<file path="src/rtl/sha2_pkg.sv">
// sha2_pkg: shared definitions for the SHA-2 message-schedule expander.
//   - state_t     : schedule FSM states {IDLE, RUN}
//   - IDX_W       : width of the round index (covers 0..79)
//   - s0_*/s1_*   : small-sigma rotate/shift amounts for a given word width
//                   (32 = SHA-224/256, 64 = SHA-384/512)
package sha2_pkg;

    localparam int IDX_W = 7;

    typedef enum logic {
        IDLE = 1'b0,
        RUN  = 1'b1
    } state_t;

    function automatic int s0_r1(input int w); return (w == 64) ?  1 :  7; endfunction
    function automatic int s0_r2(input int w); return (w == 64) ?  8 : 18; endfunction
    function automatic int s0_sh(input int w); return (w == 64) ?  7 :  3; endfunction
    function automatic int s1_r1(input int w); return (w == 64) ? 19 : 17; endfunction
    function automatic int s1_r2(input int w); return (w == 64) ? 61 : 19; endfunction
    function automatic int s1_sh(input int w); return (w == 64) ?  6 : 10; endfunction

endpackage

</file>
<file path="src/rtl/sha2_small_sigma.sv">
// sha2_small_sigma: combinational SHA-2 small sigma, y = rotr(x,R1) ^ rotr(x,R2) ^ (x >> SH).
//   WORD_W : 32 or 64
//   SEL    : 0 selects sigma0 constants, 1 selects sigma1 constants
// Ports:
//   x : input word
//   y : sigma result
module sha2_small_sigma
    import sha2_pkg::*;
#(
    parameter int WORD_W = 32,
    parameter int SEL    = 0
) (
    input  logic [WORD_W-1:0] x,
    output logic [WORD_W-1:0] y
);

    localparam int R1 = (SEL == 1) ? s1_r1(WORD_W) : s0_r1(WORD_W);
    localparam int R2 = (SEL == 1) ? s1_r2(WORD_W) : s0_r2(WORD_W);
    localparam int SH = (SEL == 1) ? s1_sh(WORD_W) : s0_sh(WORD_W);

    function automatic logic [WORD_W-1:0] rotr(input logic [WORD_W-1:0] v, input int r);
        return (v >> r) | (v << (WORD_W - r));
    endfunction

    assign y = rotr(x, R1) ^ rotr(x, R2) ^ (x >> SH);

endmodule

</file>
<file path="src/rtl/sha2_msg_schedule.sv">
// sha2_msg_schedule: SHA-2 message-schedule expander with a 16-word shifting window.
// Takes one 16-word block per blk handshake and streams W[0..ROUNDS-1], one word
// per w handshake. Window invariant: win[i] == W[t+i].
// Parameters:
//   WORD_W : 32 (ROUNDS=64) or 64 (ROUNDS=80)
//   ROUNDS : schedule length
// Ports:
//   clk, rst                 : clock, asynchronous active-high reset
//   blk_valid/blk_ready      : block handshake, blk_data word 0 in the MSBs
//   w_valid/w_ready          : schedule word handshake
//   w_data, w_idx, w_last    : W[t], t, (t == ROUNDS-1)
//   abort                    : only with SHA2_SCHED_ABORT_EN; drops the running block
module sha2_msg_schedule
    import sha2_pkg::*;
#(
    parameter int WORD_W = 32,
    parameter int ROUNDS = 64
) (
    input  logic                 clk,
    input  logic                 rst,
    input  logic                 blk_valid,
    output logic                 blk_ready,
    input  logic [16*WORD_W-1:0] blk_data,
    output logic                 w_valid,
    input  logic                 w_ready,
    output logic [WORD_W-1:0]    w_data,
    output logic [IDX_W-1:0]     w_idx,
    output logic                 w_last
`ifdef SHA2_SCHED_ABORT_EN
    ,
    input  logic                 abort
`endif
);

    if (!((WORD_W == 32 && ROUNDS == 64) || (WORD_W == 64 && ROUNDS == 80))) begin : g_bad_cfg
        $error("sha2_msg_schedule: unsupported WORD_W/ROUNDS combination");
    end

    state_t                  state, state_nxt;
    logic [IDX_W-1:0]        t;
    logic [15:0][WORD_W-1:0] win;
    logic [WORD_W-1:0]       sig0, sig1, win_new;
    logic                    abort_hit;

`ifdef SHA2_SCHED_ABORT_EN
    assign abort_hit = (state == RUN) && abort;
`else
    assign abort_hit = 1'b0;
`endif

    sha2_small_sigma #(.WORD_W(WORD_W), .SEL(0)) u_s0 (.x(win[1]),  .y(sig0));
    sha2_small_sigma #(.WORD_W(WORD_W), .SEL(1)) u_s1 (.x(win[14]), .y(sig1));

    // W[t+16] = s1(W[t+14]) + W[t+9] + s0(W[t+1]) + W[t]
    assign win_new = sig1 + win[9] + sig0 + win[0];

    assign blk_ready = (state == IDLE);
    assign w_valid   = (state == RUN);
    assign w_data    = (state == RUN) ? win[0] : '0;
    assign w_idx     = t;
    assign w_last    = (state == RUN) && (t == IDX_W'(ROUNDS - 1));

    always_ff @(posedge clk or posedge rst) begin
        if (rst) state <= IDLE;
        else     state <= state_nxt;
    end

    always_comb begin
        state_nxt = state;
        case (state)
            IDLE:    if (blk_valid) state_nxt = RUN;
            // last word leaves via IDLE, so the next block waits one cycle
            RUN:     if (abort_hit || (w_ready && w_last)) state_nxt = IDLE;
            default: state_nxt = IDLE;
        endcase
    end

    always_ff @(posedge clk or posedge rst) begin
        if (rst) begin
            t   <= '0;
            win <= '0;
        end else if (state == IDLE) begin
            if (blk_valid) begin
                for (int i = 0; i < 16; i++)
                    win[i] <= blk_data[(15-i)*WORD_W +: WORD_W];
                t <= '0;
            end
        end else if (abort_hit) begin
            t <= '0;
        end else if (w_ready) begin
            if (w_last) begin
                t <= '0;
            end else begin
                win <= {win_new, win[15:1]};
                t   <= t + 7'd1;
            end
        end
    end

endmodule

</file>
<file path="config.mk">
export PLATFORM = sky130hd
export DESIGN_NAME = sha2_msg_schedule
export DESIGN_NICKNAME = d
export VERILOG_FILES = /design/src/rtl/sha2_pkg.sv /design/src/rtl/sha2_small_sigma.sv /design/src/rtl/sha2_msg_schedule.sv
export SDC_FILE = /design/constraint.sdc
export NUM_CORES = 2
export LEC_CHECK = 0
export CORE_MARGIN = 2
export CORE_UTILIZATION = 53
export DETAILED_ROUTE_END_ITERATION = 8
export PLACE_DENSITY_LB_ADDON = 0.3
export SLEW_MARGIN = 20
export SYNTH_ARGS = -nofsm -noshare
export SYNTH_HDL_FRONTEND = slang
export SYNTH_SLANG_ARGS = --single-unit
</file>
<file path="constraint.sdc">
create_clock -name clk -period 25.1 [get_ports clk]
set_input_delay 5.02 -clock clk [delete_from_list [all_inputs] [get_ports clk]]
set_output_delay 5.02 -clock clk [all_outputs]
set_load 0.02 [all_outputs]
</file>
# Yosys cells after proc, flatten, opt, wreduce, memory -nomap -nowiden
# Index checks and enable logic that the tools add are counted.
# totals
output_inout_bits	42
in_bits	516
reg_bits	520
word_cells	51
# op_classes
n_addsub	4
n_mux	12
n_eq_ne	3
n_reduce_logical	5
bitwise_logic	9
# ops
op	count
two-way mux 512 bit	4
adder 32 bit	3
bitwise XOR 32 bit	2
two-way mux 32 bit	1
OR 13 x 32 -> 32 bit	1
OR 14 x 32 -> 32 bit	1
OR 15 x 32 -> 32 bit	1
OR 25 x 32 -> 32 bit	1
bitwise XOR 32 x 22 -> 32 bit	1
bitwise XOR 32 x 29 -> 32 bit	1
two-way mux 7 bit	4
adder 7 x 1 -> 7 bit (second input constant)	1
== test 7 x 6 -> 1 bit (second input constant)	1
!= test 2 bit (second input constant)	2
AND reduction 3 bit	1
logical AND 1 bit	2
two-way mux 1 bit	2
case mux 1 bit (2 select lines)	1
AND reduction 2 bit	1
nonzero test 2 bit	1
inverter 1 bit	1

# Depth between registers and ports, before layout
# depth
depth_word	9
depth_mapped	18
depth_no_buf	17

# Hierarchy
# Synthesis repeated with hierarchy kept, for this count alone.
# hier_totals
hier_cells	2868
area_unflattened_um2	28791.4
# modules_own_cells
module	area_each_um2	n_inst	seq_area_each_um2	cells_each
sha2_msg_schedule	27461.3	1	13012.5	2804
sha2_small_sigma at u_s0	719.4	1	0.0	32
sha2_small_sigma at u_s1	610.6	1	0.0	32

# Worst setup path after synthesis
# No wires, ideal clock.
# synth_timing
kind	register to output
startpoint	register state, in the netlist w_valid
endpoint	output w_data[22]
required_ns	20.080
path_slack_ns	18.479
arrival_ns	1.601
n_path_buf	3
path_stages_with_launch	6
cell_sequence	dfrtp_1 > buf_2 > clkinv_1 > clkbuf_1 > clkbuf_1 > nor2_1
# synth_between
elab_chain_cells	1
# synth_rtl
item	line	source
start, declared	sha2_msg_schedule.sv:39	state_t state, state_nxt;
start signal, assigned	sha2_msg_schedule.sv:65	else state <= state_nxt;
two-way mux 32 bit	sha2_msg_schedule.sv:59	assign w_data = (state == RUN) ? win[0] : '0;
end, declared	sha2_msg_schedule.sv:26	output logic [WORD_W-1:0] w_data,
# Every way passes these cells.

# Final worst setup path
# layout_timing
startpoint	input blk_valid
endpoint	register win[164] (netlist bit)
# layout_between
elab_chain_cells	2
# layout_rtl
item	line	source
start, declared	sha2_msg_schedule.sv:21	input logic blk_valid,
nonzero test 2 bit (no source line)	--	
AND reduction 3 bit (no source line)	--	
end signal, assigned by index	sha2_msg_schedule.sv:85	win[i] <= blk_data[(15-i)*WORD_W +: WORD_W];
end signal, assigned	sha2_msg_schedule.sv:94	win <= {win_new, win[15:1]};
end, declared	sha2_msg_schedule.sv:41	logic [15:0][WORD_W-1:0] win;
# Every way passes these cells.
# A chain may end at the register's enable or synchronous reset.

==> run_results.csv <==
group,metric,value,unit
setup_path,crit_fanout,123,
clock_tree,post-cts-setup-buffer-count,0,
timing,timing.slew.headroom,24.6,%
synthesis,synth.top_cells.by_count,"527 x sky130_fd_sc_hd__nand2_1, 520 x sky130_fd_sc_hd__dfrtp_1, 491 x sky130_fd_sc_hd__mux2i_1, 474 x sky130_fd_sc_hd__o21ai_0, 139 x sky130_fd_sc_hd__clkbuf_1",
setup_path,cp-end-kind,"register",
die,die_width,235,µm
global_route,largest_net_degree_at_the_start_of_global_routing,304,
clock_tree,clock_insertion_delay_worst_skew,0.62,ns
clock_tree,cts_tree,"yes",
die,design.die.area,55100,µm²
drt,drt-total-wl,94900,µm
global_route,overflow,0,
timing,clock_skew,0.0211,ns
synthesis,synth_flop_cell,"sky130_fd_sc_hd__dfrtp_1",
drt,routed-via-count,22800,
final_layout,area.growth.synth_to_final,27.1,%
timing,timing.final.max_slew_violations,0,
setup_path,flop_to_flop_setup_slack,18.53,ns
setup_path,critPathKind,"input port to register",
clock_tree,post_cts.resized_instances,0,
pwr,switching_power,2.32,mW
drt,met1_length,38100,µm
timing,timing.final.crit_share,39.1,%
timing,setup_repair_after_global_routing_missed_its_margin,"no",
drt,detailedRoute.firstIterationViolations,2087,
synthesis,synth_sequential_area_ratio,46.1,%
pwr,vdd_ir_drop_max,0.122,mV
synthesis,synthDominantAreaCellType,"sky130_fd_sc_hd__dfrtp_1",
die,dieHeight,235,µm
setup_path,regToRegStartpoint,"w_valid$_DFF_PP0_",
run_status,run_status,"finished, final reports clean",
setup_path,timing.critical_path.from_type,"input port",
timing,worst_slew_pin_slew,1.13,ns
pwr,sequential_share_of_power,25.8,%
drt,viasPerCell,5.61,
clock_tree,cts_sink_cnt,520,
die,io-pin-count,558,
die,core.rowCount,84,
pwr,power.density,138,nW/µm²
synthesis,yosys.area.top_type_share,46.1,%
final_layout,final_nets,3919,
timing,achievable-frequency,102,MHz
global_route,number_of_antenna_violations_at_the_first_check_in_global_routing,23,
global_route,grt_pass1_vias,22700,
drt,remaining_design_rule_violation_count,0,
placement,buffer_ports.inserted,557,
die,core_region_area,52700,µm²
synthesis,synthesis.instances,2896,
clock_tree,cts_hold_repair.buffers,0,
timing,final-setup-viol-count,0,
drt,final_antenna_net_count,0,
clock_tree,clockBufferDepth,3,
synthesis,cell_types_with_the_largest_area_share_after_synthesis,"sky130_fd_sc_hd__dfrtp_1 46%, sky130_fd_sc_hd__mux2i_1 17%, sky130_fd_sc_hd__o21ai_0 8.4%",
timing,tns,0,ns
synthesis,synth-edff-count,0,
synthesis,synth_fp_nets,3506,
placement,place_hpwl,73100,µm
setup_path,setup.worst_path.start,"blk_valid",
pwr,clock_power_share,17.5,%
clock_tree,cts_made_buffers,54,
pwr,p_int,2.61,mW
flow_run,max_cap_violations,0,
clock_tree,htree_num_levels,2,
synthesis,postSynthRegisterBits,520,
synthesis,synth-warning-count,0,
final_layout,drive_above_1_share,3.94,%
setup_path,worstPathArrival,10.24,ns
pwr,power.switching_fraction,47.1,%
global_route,grt_usage,33.9,%
timing,hold_viol_final,0,
synthesis,syn-cell-area,28200,µm²
pwr,combPwrFrac,56.7,%
placement,routabilityCongestion,0.923,
drt,drt-pass1-iter-count,5,
setup_path,worst_setup_path_endpoint,"win[164]$_DFFE_PP0P_",
drt,top_layer_used,"met5",
drt,wl_met3,7080,µm
drt,met2RoutedLength,45500,µm
final_layout,final_core_util,68.1,%
global_route,wire_length_of_the_first_global_routing_pass,141000,µm
timing,timing.final.crit_period,9.80,ns
clock_tree,clock-root-buffer,"sky130_fd_sc_hd__clkbuf_16",
setup_path,crit_required,25.54,ns
synthesis,share_of_flip_flops_with_an_asynchronous_set_or_reset,100,%
synthesis,synth_most_common_cell,"sky130_fd_sc_hd__nand2_1",
synthesis,yosysUniqueCellTypes,55,
drt,routedWlPerCell,23.4,µm
clock_tree,clkTransAtPathRegs,0.06,ns
synthesis,syn_area_per_cell,9.75,µm²
setup_path,worst_r2r_path_depth,8,
die,floorplan.initialDensity,53.6,%
worst_hold_path,holdCritPathClass,"register to register",
pwr,cellLeakagePower,18.5,nW
setup_path,crit-reg2reg-capture,"win[164]$_DFFE_PP0P_",
power by group through the flow:
stage / registers (mW) / clock network (mW) / logic [mW]
floorplan: 1.18 / 0 / 1.85
global placement: 1.27 / 0 / 2.69
detailed placement: 1.28 / 0 / 2.72
CTS: 1.27 / 0.870 / 2.75
global route: 1.29 / 0.903 / 3.03
finish: 1.27 / 0.863 / 2.80
worst min path at each step:
stage	end	slack, ns	startpoint	depth (start not counted)
6_report	win[172]$_DFFE_PP0P_	0.48	win[172]$_DFFE_PP0P_	2
5_1_grt	win[320]$_DFFE_PP0P_	0.50	win[320]$_DFFE_PP0P_	2
4_1_cts	win[172]$_DFFE_PP0P_	0.48	win[172]$_DFFE_PP0P_	2
3_5_place_dp	win[172]$_DFFE_PP0P_	0.47	win[172]$_DFFE_PP0P_	2
3_3_place_gp	win[393]$_DFFE_PP0P_	0.46	win[393]$_DFFE_PP0P_	2
2_1_floorplan	win[100]$_DFFE_PP0P_	0.45	win[100]$_DFFE_PP0P_	2
cells by family after synthesis:
group / count (synthesis) / synth area share, %
AND/OR/NAND/NOR: 653 / 9.15
AO/OA/AOI/OAI: 642 / 11.8
multiplexers: 491 / 17.4
flip-flops: 520 / 46.1
buffers and inverters: 348 / 5.10
XOR/XNOR: 148 / 4.59
adder cells (fa/ha/maj): 94 / 5.82
worst max-delay path: stages:
cell                              delay, ns
sky130_fd_sc_hd__clkdlybuf4s50_1       0.63
sky130_fd_sc_hd__nor2b_1               0.31
sky130_fd_sc_hd__nor2_4                0.54
sky130_fd_sc_hd__buf_4                 0.70
sky130_fd_sc_hd__buf_4                 0.87
sky130_fd_sc_hd__buf_4                 0.93
sky130_fd_sc_hd__buf_4                 0.80
sky130_fd_sc_hd__o21ai_0               0.25
cell usage in the layout (no fill, tap or decap), types with 17 or more instances in the layout:
| master | n |
|---|---|
| sky130_fd_sc_hd__a21oi_1 | 67 |
| sky130_fd_sc_hd__o21ai_0 | 474 |
| sky130_fd_sc_hd__clkdlybuf4s50_1 | 557 |
| sky130_fd_sc_hd__clkbuf_16 | 55 |
| sky130_fd_sc_hd__inv_1 | 125 |
| sky130_fd_sc_hd__dfrtp_1 | 519 |
| sky130_fd_sc_hd__o21ai_1 | 57 |
| sky130_fd_sc_hd__diode_2 | 19 |
| sky130_fd_sc_hd__nor2_1 | 75 |
| sky130_fd_sc_hd__nand2_1 | 527 |
| sky130_fd_sc_hd__xnor2_1 | 74 |
| sky130_fd_sc_hd__mux2i_1 | 491 |
| sky130_fd_sc_hd__buf_4 | 17 |
| sky130_fd_sc_hd__fa_1 | 62 |
| sky130_fd_sc_hd__xor2_1 | 74 |
| sky130_fd_sc_hd__ha_1 | 32 |
sequential cells by signal (all words and copies together), names as in the netlist:
signal,count
win,512
w_valid,1
w_idx,7
area by class of cell:
class / count / area [µm²]
diodes: 19 / 47.5
clock buffers: 70 / 1550
clock inverters: 30 / 363
fillers: 4066 / 16800
inverters: 127 / 484
multi-input cells: 2028 / 13800
flip-flops and latches: 520 / 13000
well taps: 688 / 861
repair buffers: 578 / 5770
stage by stage:
stage	hold slack, ns	worst slack [ns]	cell area (µm²)	total power, mW	instances
6_report	0.478	15.30	35900	4.94	4060
5_1_grt	0.501	14.87	35900	5.23	4055
4_1_cts	0.484	15.24	35800	4.89	4041
3_5_place_dp	0.470	14.57	33900	4.00	3941
3_3_place_gp	0.460	14.78	33900	3.96	3941
2_1_floorplan	0.450	5.55	28200	3.02	2896
metal layers:
metal  GRT usage (%)  vias up
met5               0        -
met3            7.21      186
met4            14.6       12
met2            55.0      859
met1            44.1    11100
li1                -    10600
Power figures use the tool's default switching activity.
